[config.mk]
export PLATFORM = sky130hd
export DESIGN_NAME = flash_be_slave
export DESIGN_NICKNAME = d
export VERILOG_FILES = /design/src/rtl/flash_be_slave.sv
export SDC_FILE = /design/constraint.sdc
export NUM_CORES = 1
export LEC_CHECK = 0
export CORE_ASPECT_RATIO = 0.6
export CORE_MARGIN = 5
export CORE_UTILIZATION = 55
export DETAILED_ROUTE_END_ITERATION = 7
export HOLD_SLACK_MARGIN = 0.12
export PLACE_DENSITY = 0.81
export SETUP_SLACK_MARGIN = 0.15
export SLEW_MARGIN = 20
export SYNTH_ARGS = -nofsm -noshare
export SYNTH_HDL_FRONTEND = slang
export SYNTH_SLANG_ARGS = --single-unit
export TNS_END_PERCENT = 30
[constraint.sdc]
create_clock -name sys_clk -period 2.7 [get_ports sys_clk]
set_clock_uncertainty 0.2 [all_clocks]
set_input_delay 0.405 -clock sys_clk [delete_from_list [all_inputs] [get_ports sys_clk]]
set_output_delay 0.405 -clock sys_clk [all_outputs]
set_load 0.02 [all_outputs]
[src/rtl/flash_be_slave.sv]
// SPI mode-0 flash responder: decodes WREN/WRDI/BE/RDSR, keeps WEL/WIP and
// runs a timed bulk erase. All SPI inputs are oversampled on sys_clk.
module flash_be_slave #(
    parameter int ERASE_CYCLES = 1000
) (
    input  logic sys_clk,
    input  logic sys_rst_n,
    input  logic sck,
    input  logic cs_n,
    input  logic mosi,
    output logic miso,
    output logic wel,
    output logic wip,
    output logic be_start,
    output logic be_done
);

    localparam int CNT_W = (ERASE_CYCLES > 1) ? $clog2(ERASE_CYCLES) : 1;
    localparam logic [CNT_W-1:0] CNT_LOAD = CNT_W'(ERASE_CYCLES - 1);
    localparam logic [CNT_W-1:0] CNT_ONE  = CNT_W'(1);

    typedef enum logic [1:0] {IDLE, CMD, RDSR_OUT, DISCARD} state_t;

    logic [1:0]       sck_sync_q, cs_sync_q, mosi_sync_q;
    logic             sck_prev_q, cs_prev_q;
    state_t           state_q, state_d;
    logic [3:0]       bit_cnt_q, bit_cnt_d;
    logic [7:0]       shift_in_q, shift_in_d;
    logic [7:0]       shift_out_q, shift_out_d;
    logic [2:0]       out_cnt_q, out_cnt_d;
    logic             miso_q, miso_d;
    logic             wel_q, wel_d;
    logic             wip_q, wip_d;
    logic             be_start_q, be_start_d;
    logic             be_done_q, be_done_d;
    logic [CNT_W-1:0] erase_cnt_q, erase_cnt_d;

    logic sck_s, cs_s, mosi_s;
    logic sck_rise, sck_fall, cs_rise, cs_fall;

    assign sck_s    = sck_sync_q[1];
    assign cs_s     = cs_sync_q[1];
    assign mosi_s   = mosi_sync_q[1];
    assign sck_rise = sck_s & ~sck_prev_q;
    assign sck_fall = ~sck_s & sck_prev_q;
    assign cs_rise  = cs_s & ~cs_prev_q;
    assign cs_fall  = ~cs_s & cs_prev_q;

    always_ff @(posedge sys_clk or negedge sys_rst_n) begin
        if (!sys_rst_n) begin
            sck_sync_q  <= '0;
            cs_sync_q   <= '0;
            mosi_sync_q <= '0;
            sck_prev_q  <= 1'b0;
            cs_prev_q   <= 1'b0;
            state_q     <= IDLE;
            bit_cnt_q   <= '0;
            shift_in_q  <= '0;
            shift_out_q <= '0;
            out_cnt_q   <= '0;
            miso_q      <= 1'b0;
            wel_q       <= 1'b0;
            wip_q       <= 1'b0;
            be_start_q  <= 1'b0;
            be_done_q   <= 1'b0;
            erase_cnt_q <= '0;
        end else begin
            sck_sync_q  <= {sck_sync_q[0], sck};
            cs_sync_q   <= {cs_sync_q[0], cs_n};
            mosi_sync_q <= {mosi_sync_q[0], mosi};
            sck_prev_q  <= sck_s;
            cs_prev_q   <= cs_s;
            state_q     <= state_d;
            bit_cnt_q   <= bit_cnt_d;
            shift_in_q  <= shift_in_d;
            shift_out_q <= shift_out_d;
            out_cnt_q   <= out_cnt_d;
            miso_q      <= miso_d;
            wel_q       <= wel_d;
            wip_q       <= wip_d;
            be_start_q  <= be_start_d;
            be_done_q   <= be_done_d;
            erase_cnt_q <= erase_cnt_d;
        end
    end

    always_comb begin
        state_d     = state_q;
        bit_cnt_d   = bit_cnt_q;
        shift_in_d  = shift_in_q;
        shift_out_d = shift_out_q;
        out_cnt_d   = out_cnt_q;
        miso_d      = miso_q;
        wel_d       = wel_q;
        wip_d       = wip_q;
        erase_cnt_d = erase_cnt_q;
        be_start_d  = 1'b0;
        be_done_d   = 1'b0;

        if (cs_rise) begin
            state_d = IDLE;
            // Only a complete single-byte frame executes, and never during an erase.
            if (state_q == CMD && bit_cnt_q == 4'd8 && !wip_q) begin
                case (shift_in_q)
                    8'h06: wel_d = 1'b1;
                    8'h04: wel_d = 1'b0;
                    8'hC7: if (wel_q) begin
                        wip_d       = 1'b1;
                        erase_cnt_d = CNT_LOAD;
                        be_start_d  = 1'b1;
                    end
                    default: ;
                endcase
            end
        end else begin
            case (state_q)
                IDLE: if (cs_fall) begin
                    state_d    = CMD;
                    bit_cnt_d  = '0;
                    shift_in_d = '0;
                end
                CMD: if (sck_rise) begin
                    if (bit_cnt_q == 4'd8) begin
                        state_d = DISCARD;
                    end else begin
                        shift_in_d = {shift_in_q[6:0], mosi_s};
                        bit_cnt_d  = bit_cnt_q + 4'd1;
                        if (bit_cnt_q == 4'd7 && {shift_in_q[6:0], mosi_s} == 8'h05) begin
                            state_d     = RDSR_OUT;
                            shift_out_d = {6'b0, wel_q, wip_q};
                            out_cnt_d   = '0;
                        end
                    end
                end
                RDSR_OUT: if (sck_fall) begin
                    miso_d = shift_out_q[7];
                    // Reload on the byte's last fall so the next MSB is ready for its first rise.
                    if (out_cnt_q == 3'd7) begin
                        shift_out_d = {6'b0, wel_q, wip_q};
                        out_cnt_d   = '0;
                    end else begin
                        shift_out_d = {shift_out_q[6:0], 1'b0};
                        out_cnt_d   = out_cnt_q + 3'd1;
                    end
                end
                default: ;
            endcase
        end

        if (state_d != RDSR_OUT) miso_d = 1'b0;

        if (wip_q) begin
            if (erase_cnt_q == '0) begin
                wip_d     = 1'b0;
                wel_d     = 1'b0;
                be_done_d = 1'b1;
            end else begin
                erase_cnt_d = erase_cnt_q - CNT_ONE;
            end
        end
    end

    assign miso     = miso_q;
    assign wel      = wel_q;
    assign wip      = wip_q;
    assign be_start = be_start_q;
    assign be_done  = be_done_q;

endmodule
* Word-level counts from Yosys, hierarchy flattened
Index checks and enable logic that the tools add are counted. Widths: inputs -> output; s select.
Storage, ports and cells: bits in registers 48, output and inout port bits 5, input port bits 5, logic and storage cells 110
Operators by class: add/subtract/negate cells 3, bitwise operators 9, equal/unequal tests 16, muxes and demuxes 53, reduce and logical (&&, ||, !) cells 13
Operator list (count):
- $mux 8 | 8
- $mux 10 | 6
- $pmux 8 s2 | 2
- $eq 8x3->1 const B | 3
- $mux 1 | 20
- $mux 3 | 5
- $mux 4 | 3
- $logic_not 10->1 | 1
- $mux 2 | 5
- $ne 2x2->1 const B | 5
- $sub 10x1->10 const B | 1
- $eq 8x8->1 const B | 1
- $pmux 4 s2 | 1
- $reduce_bool 2->1 | 4
- $pmux 3 s2 | 1
- $reduce_and 6->1 | 1
- $not 1->1 | 5
- $reduce_and 5->1 | 1
- $add 4x1->4 const B | 1
- $and 1x1->1 | 4
- $eq 4x3->1 const B | 1
- $eq 4x4->1 const B | 1
- $ne 2x1->1 const B | 2
- $pmux 2 s2 | 1
- 9 further kinds | 11

* Logic depth before layout (Yosys ltp)
Gate-level depths: netlist of run 1.
depth in word-level cells 10, gate-level depth with buffers 7, depth with buffers taken out 7

* Worst setup path before layout of run 1
No wires, ideal clock.
kind reg-to-reg, start register erase_cnt_q[0], end register erase_cnt_q[9], arrival 1921 ps, setup time 119 ps, setup slack 460 ps, period minus slack after synthesis 2240 ps, stages on the path, launching flop included 8, data required time 2381 ps, buffers on the path 0, path through dfrtp_1 -> inv_1 -> ha_1 -> or4b_4 -> o31a_4 -> a21oi_4 -> inv_4 -> o21a_1
On the way: longest elaborated chain between the ends 3, elaborated cells between the ends (all ways) 4, those cells by class add/sub (1); mux (2); reduce/logical (1)
Ends and longest elaborated chain:
- start, declared | RTL line 36 | logic [CNT_W-1:0] erase_cnt_q, erase_cnt_d;
- start signal, assigned | RTL line 83 | erase_cnt_q <= erase_cnt_d;
- $sub 10x1->10 or $logic_not 10->1 (tied branches) | RTL line 158, 153
- $mux 10 (*) | RTL line 153 | if (erase_cnt_q == '0) begin
- $mux 10 (*) | RTL line 152 | if (wip_q) begin
- via erase_cnt_d[9] | RTL line 36
The timed path passes the listed nets; every way through them passes the cells marked *. A chain may end at the register's enable or synchronous reset.

* Worst setup path in the final report of run 1
start register erase_cnt_q[0], end register erase_cnt_q[5]
The elaborated chain is that of the path after synthesis.

==> flow_metrics.env, run 1 <==
export IMPL_criticalPathCategory="reg -> reg"
export IMPL_instances_no_fill=262
export IMPL_synthArstFlopShare_pct=100.0
export IMPL_cp_end_kind="flip-flop"
export IMPL_reg2reg_depth=7
export IMPL_yosysWarnings=0
export IMPL_post_drt_wl_per_cell_um=15.23
export IMPL_hpwl_mm=2.867
export IMPL_worst_pin_slew_ns=0.6537
export IMPL_syn_inst=195
export IMPL_synth_main_ff_cell="dfrtp_1"
export IMPL_cap_violations=0
export IMPL_setup_viol=0
export IMPL_fp_dieH_um=59.54
export IMPL_routed_wl_mm=3.990
export IMPL_cp_startpoint="erase_cnt_q[0]"
export IMPL_fmax_ghz=0.4141
export IMPL_synth_common_cells="48 x dfrtp_1, 14 x inv_1, 11 x a22o_1, 11 x nand2_1, 9 x mux2i_1"
export IMPL_cts_sinks=48
export IMPL_drive_gt1_share_pct=14.15
export IMPL_syn_num_nets=205
export IMPL_rows=18
export IMPL_grt_pass1_vias=1423
export IMPL_diodes=0
export IMPL_synth_enable_flop_cells=0
export IMPL_status="finished, final reports clean"
export IMPL_timing_final_crit_period_ns=2.415
export IMPL_cts_buffers=5
export IMPL_via_count=1507
export IMPL_reg2reg_slack_ns=0.28
export IMPL_place_congestion=0.8101
export IMPL_crit_end="erase_cnt_q[5]"
export IMPL_worstSetupStartpointType="flip-flop"
export IMPL_grt_pass1_wl_mm=7.058
export IMPL_htree_levels=2
export IMPL_clock_latency_ns=0.30
export IMPL_drv_slew=0
export IMPL_ys_top_cells_by_area="dfrtp_1 53%, a22o_1 4.3%, mux2i_1 4.0%"
export IMPL_rsz0062_at_grt="no"
export IMPL_grt_max_degree=19
export IMPL_tritoncts="built"
export IMPL_p_leak_nw=1.109
export IMPL_clock_tree_root_cell="clkbuf_8"
export IMPL_hp_start="sck_sync_q[0]"
export IMPL_die_area_mm2=0.005511
export IMPL_dp_cells=253
export IMPL_powerDensity_mw_per_mm2=525.4
export IMPL_r2r_start="erase_cnt_q[0]"
export IMPL_ys_seq_area_share_pct=53.39
export IMPL_critPathMaxFanout=7
export IMPL_first_pass_iters=4
export IMPL_drt_iter0_markers=109
export IMPL_ios=10
export IMPL_hold_violations=0
export IMPL_peakVddDrop_mv=0.3297
export IMPL_nNetsFinal=221
export IMPL_drc=0
export IMPL_grt_overflow=0
export IMPL_min_path_type="reg -> reg"
export IMPL_r2r_end="erase_cnt_q[5]"
export IMPL_worstPathRequired_ns=2.69
export IMPL_cp_arrival_ns=2.41
export IMPL_relSlewSlack_pct=56.26
export IMPL_clk_pin_slew_ns=0.09
export IMPL_synth_avg_cell_area_um2=11.54
export IMPL_synth_area_mm2=0.002250
export IMPL_synth_seq_cells=48
export IMPL_power_mw=1.321
export IMPL_core_area_mm2=0.004031
export IMPL_synthDistinctLibCells=52
export IMPL_die_width_um=92.57
export IMPL_io_buffers=9
export IMPL_antenna_found_initial=0
export IMPL_yosysMostFrequentCell="dfrtp_1"
export IMPL_clock_path_buffers=2
export IMPL_postRouteAntennaNets=0
export IMPL_fill_cells=312
export IMPL_fin_tns_setup_ns=0
export IMPL_grt_usage_pct=16.90
export IMPL_viasPerCell=5.752
export IMPL_synth_top_area_share_pct=53.39
export IMPL_yosysTopAreaCell="dfrtp_1"
export IMPL_area_growth_pct=11.79
export IMPL_finalCritPeriodShare_pct=89.45
export IMPL_start_util_pct=55.80
layout by cell type, fill, tap and decap left out, types with 2 or more instances in the layout:
| cell | Yosys | final |
|---|---|---|
| dfrtp_1 | 48 | 48 |
| inv_1 | 14 | 14 |
| nand2_1 | 11 | 11 |
| a22o_1 | 11 | 11 |
| mux2i_1 | 9 | 9 |
| clkdlybuf4s50_1 | 0 | 8 |
| o21ai_0 | 7 | 7 |
| nand3_1 | 6 | 6 |
| nor2_1 | 6 | 6 |
| clkbuf_8 | 0 | 6 |
| nor2b_1 | 5 | 5 |
| a21oi_1 | 5 | 5 |
| nand4_1 | 5 | 5 |
| ha_1 | 5 | 5 |
| a2bb2oi_1 | 4 | 4 |
| nor3_1 | 4 | 4 |
| buf_4 | 1 | 4 |
| nand2b_1 | 3 | 3 |
| nor4_1 | 3 | 3 |
| xnor2_1 | 3 | 3 |
| o21a_1 | 3 | 3 |
| mux2_2 | 3 | 3 |
| nor3_2 | 2 | 2 |
| and4bb_2 | 2 | 2 |
| nor4bb_1 | 2 | 2 |
| nand3b_1 | 2 | 2 |
| and3_2 | 2 | 2 |
| mux2_1 | 2 | 2 |
| o311ai_0 | 2 | 2 |
| clkinvlp_4 | 0 | 2 |
how the worst min path moves through the flow:
| stage | slack, ns | cells past startpoint | to |
|---|---|---|---|
| after global placement | 0.13 | 0 | cs_sync_q[1] |
| after CTS | 0.15 | 0 | sck_sync_q[1] |
| after floorplan | -0.09 | 0 | be_done |
| after detailed placement | 0.13 | 0 | mosi_sync_q[1] |
| after global routing | 0.17 | 0 | mosi_sync_q[1] |
| final | 0.15 | 0 | sck_sync_q[1] |
cell families after synthesis:
| group | count (synthesis) | synth area share [%] |
|---|---|---|
| and+or+nand+nor | 61 | 17.02 |
| buffers and inverters | 20 | 3.726 |
| xor gates and xnor gates | 4 | 1.558 |
| muxes | 14 | 6.507 |
| AOI/OAI and AO/OA | 43 | 15.02 |
| adders and majority gates | 5 | 2.781 |
| DFF | 48 | 53.39 |
power breakdown:
| group | switching [mW] | internal [mW] | leakage [nW] |
|---|---|---|---|
| Clock | 0.239 | 0.207 | 0.0434 |
| Sequential | 0.0331 | 0.743 | 0.648 |
| Combinational | 0.0539 | 0.0443 | 0.418 |
| Total | 0.326 | 0.995 | 1.11 |
flip-flops by register name, summed over array words and instances (netlist names), 2 cells and up:
| signal | count |
|---|---|
| bit_cnt_q | 4 |
| erase_cnt_q | 10 |
| mosi_sync_q | 2 |
| shift_out_q | 8 |
| sck_sync_q | 2 |
| state_q | 2 |
| cs_sync_q | 2 |
| out_cnt_q | 3 |
| shift_in_q | 8 |
through the flow:
step                worst slack (ns)  utilization [%]  cell area [µm²]  hold WS (ns)
floorplan                     0.4604                -             2250      -0.09059
global placement              0.3846            59.71             2407        0.1320
detailed placement            0.3126            59.71             2407        0.1347
CTS                           0.2958            62.38             2515        0.1546
global route                  0.1660            62.38             2515        0.1661
finish                        0.2849            62.38             2515        0.1528
final cells by class:
type	instances	area, µm²	share of cell area (%)
multi-input combinational	127	969.7	38.56
timing repair buffer	14	125.1	4.975
inverter	15	58.81	2.338
clock inverter	2	15.01	0.5970
sequential	48	1201	47.76
clock buffer	6	82.58	3.284
tap	50	62.56	2.488
critical path, cell delays in order (launching register included):
cell and delay [ns]:
dfrtp_1 0.42, inv_1 0.10, ha_1 0.21, or4b_4 0.51, o31a_4 0.39, a21oi_4 0.22, inv_4 0.08, o21a_1 0.18
repair_timing:
action                                  in CTS  in global routing
hold buffers                                 1                  0
endpoints found under the hold margin       16                  0
setup buffers                                0                  0
resized for setup                            0                  0
endpoints found under the setup margin       0                  0
routing by layer:
| metal | GRT usage (%) | up-vias | part of all wire [%] |
|---|---|---|---|
| li1 | - | 753 | - |
| met1 | 26.63 | 719 | 55 |
| met2 | 22.37 | 30 | 39 |
| met3 | 4.442 | 5 | 4.9 |
| met4 | 5.074 | 0 | 0.85 |
| met5 | 0 | - | 0 |
(Power assumes the default switching activity.)
==> inputs of run 2 (changes only) <==
--- a/config.mk
+++ b/config.mk
@@ -6,8 +6,9 @@
 export NUM_CORES = 1
 export LEC_CHECK = 0
 export CORE_ASPECT_RATIO = 0.6
-export CORE_MARGIN = 5
 export CORE_UTILIZATION = 55
+export CTS_CLUSTER_DIAMETER = 60
+export CTS_CLUSTER_SIZE = 8
 export DETAILED_ROUTE_END_ITERATION = 7
 export HOLD_SLACK_MARGIN = 0.12
 export PLACE_DENSITY = 0.81
==> flow_metrics.env, run 2 (synthesis gave the netlist of run 1 again) <==
export IMPL_peakVddDrop_mv=0.3892
export IMPL_r2r_end="erase_cnt_q[9]"
export IMPL_cp_end_kind="flip-flop"
export IMPL_tritoncts="built"
export IMPL_start_util_pct=59.42
export IMPL_clk_pin_slew_ns=0.09
export IMPL_grt_overflow=0
export IMPL_cp_arrival_ns=2.45
export IMPL_drt_met1_wl_mm=2.214
export IMPL_reg2reg_slack_ns=0.26
export IMPL_hold_violations=0
export IMPL_violations="design-rule violations"
export IMPL_p_leak_nw=1.101
export IMPL_largest_reg_flops=10
export IMPL_clock_path_buffers=2
export IMPL_crit_end="erase_cnt_q[9]"
export IMPL_hpwl_mm=3.058
export IMPL_area_growth_pct=11.07
export IMPL_ctsResizeCount=0
export IMPL_drive_gt1_share_pct=13.74
export IMPL_diodes=0
export IMPL_nNetsFinal=220
export IMPL_die_width_um=84.57
export IMPL_place_congestion=0.9394
export IMPL_regMostFlops="erase_cnt_q"
export IMPL_worstSetupStartpointType="flip-flop"
export IMPL_met3_length_um=196
export IMPL_highest_layer="met4"
export IMPL_grt_max_degree=49
export IMPL_powerDensity_mw_per_mm2=524.3
export IMPL_rsz0062_at_grt="no"
export IMPL_fin_tns_setup_ns=0
export IMPL_via_count=1553
export IMPL_fp_dieH_um=51.54
export IMPL_worst_pin_slew_ns=0.6500
export IMPL_grt_pass1_vias=1585
export IMPL_r2r_start="erase_cnt_q[0]"
export IMPL_holdPathStages=0
export IMPL_fmax_ghz=0.4093
export IMPL_final_area_mm2=0.002499
export IMPL_die_area_mm2=0.004358
export IMPL_relSlewSlack_pct=56.33
export IMPL_placedInstanceArea_mm2=0.002396
export IMPL_drt_iter0_markers=129
export IMPL_drv_slew=0
export IMPL_grt_pass1_wl_mm=7.445
export IMPL_critPathMaxFanout=7
export IMPL_place_ws_ns=0.2791
export IMPL_post_drt_wl_per_cell_um=16.99
export IMPL_core_area_mm2=0.003786
export IMPL_first_pass_iters=6
export IMPL_antenna_found_initial=0
export IMPL_timing_final_crit_period_ns=2.443
export IMPL_criticalPathCategory="reg -> reg"
export IMPL_layout_common_cells="48 x dfrtp_1, 14 x inv_1, 11 x nand2_1, 11 x a22o_1, 9 x mux2i_1"
export IMPL_final_common_cell="dfrtp_1"
export IMPL_fill_cells=284
export IMPL_finalCritPeriodShare_pct=90.48
export IMPL_worstPathRequired_ns=2.71
export IMPL_grt_usage_pct=23.19
export IMPL_postRouteAntennaNets=0
export IMPL_htree_levels=2
export IMPL_io_buffers=9
export IMPL_clock_latency_ns=0.31
export IMPL_wl_met2_mm=1.894
export IMPL_rows=17
export IMPL_viasPerCell=6.019
export IMPL_reg2reg_depth=7
export IMPL_cts_buffers=5
export IMPL_setup_viol=0
export IMPL_drc=1
export IMPL_min_path_type="reg -> reg"
export IMPL_cap_violations=0
export IMPL_setup_slack_ns=0.2569
export IMPL_cts_sinks=48
export IMPL_cp_startpoint="erase_cnt_q[0]"
export IMPL_status="complete, but fails checks"
export IMPL_top_regs="erase_cnt_q (10), shift_in_q (8), shift_out_q (8)"
export IMPL_clock_tree_root_cell="clkbuf_8"
export IMPL_routed_wl_mm=4.383
export IMPL_ios=10
[run 2: cell count changes in the layout (fill, tap and decap cells not counted)]
cell	delta
buf_4	-1
clkbuf_8	-1
clkinv_4	+1
[run 2: how the worst min path moves through the flow]
stage	startpoint	endpoint	slack, ns
after floorplan	sys_rst_n	be_done	-0.09
after global placement	cs_sync_q[0]	cs_sync_q[1]	0.14
after detailed placement	cs_sync_q[0]	cs_sync_q[1]	0.13
after CTS	cs_sync_q[0]	cs_sync_q[1]	0.16
after global routing	sck_sync_q[0]	sck_sync_q[1]	0.16
final	cs_sync_q[0]	cs_sync_q[1]	0.15
[run 2: layout make-up]
class	count	area (µm²)	area share [%]
clock inverters	3	23.77	0.9514
repair buffers	13	117.6	4.707
inverters	15	58.81	2.354
clock buffers	5	68.82	2.754
flip-flops and latches	48	1201	48.07
multi-input cells	127	969.7	38.81
well taps	47	58.81	2.354
[run 2: through the flow]
stage,util [%],power (mW),instances,hold slack [ns]
after floorplan,-,0.8445,195,-0.09059
after CTS,65.99,1.327,258,0.1560
after detailed placement,63.28,0.8876,249,0.1347
after global routing,65.99,1.367,258,0.1600
final,65.99,1.310,258,0.1542
after global placement,63.28,0.8807,249,0.1365
[run 2: worst max-delay path, stage by stage (launching register included)]
cell and delay, ns:
dfrtp_1 0.42, inv_1 0.11, ha_1 0.21, or4b_4 0.52
o31a_4 0.40, a21oi_4 0.22, inv_4 0.09, o21a_1 0.18
[run 2: routing by layer]
metal  vias up  track usage (%)
li1        749                -
met1       762            32.38
met2        35            34.55
met3         7            6.032
met4         0            10.45
met5         -                0
[run 2: timing repair]
item	in CTS	in global routing
buffers inserted	0	0
endpoints found under the setup margin	0	0
hold buffers	1	0
hold endpoints to repair	48	0
[run 2: where the power goes]
part	internal [mW]	switching, mW
registers	0.743	0.0364
clock network	0.183	0.251
logic	0.0428	0.0538
total	0.969	0.341
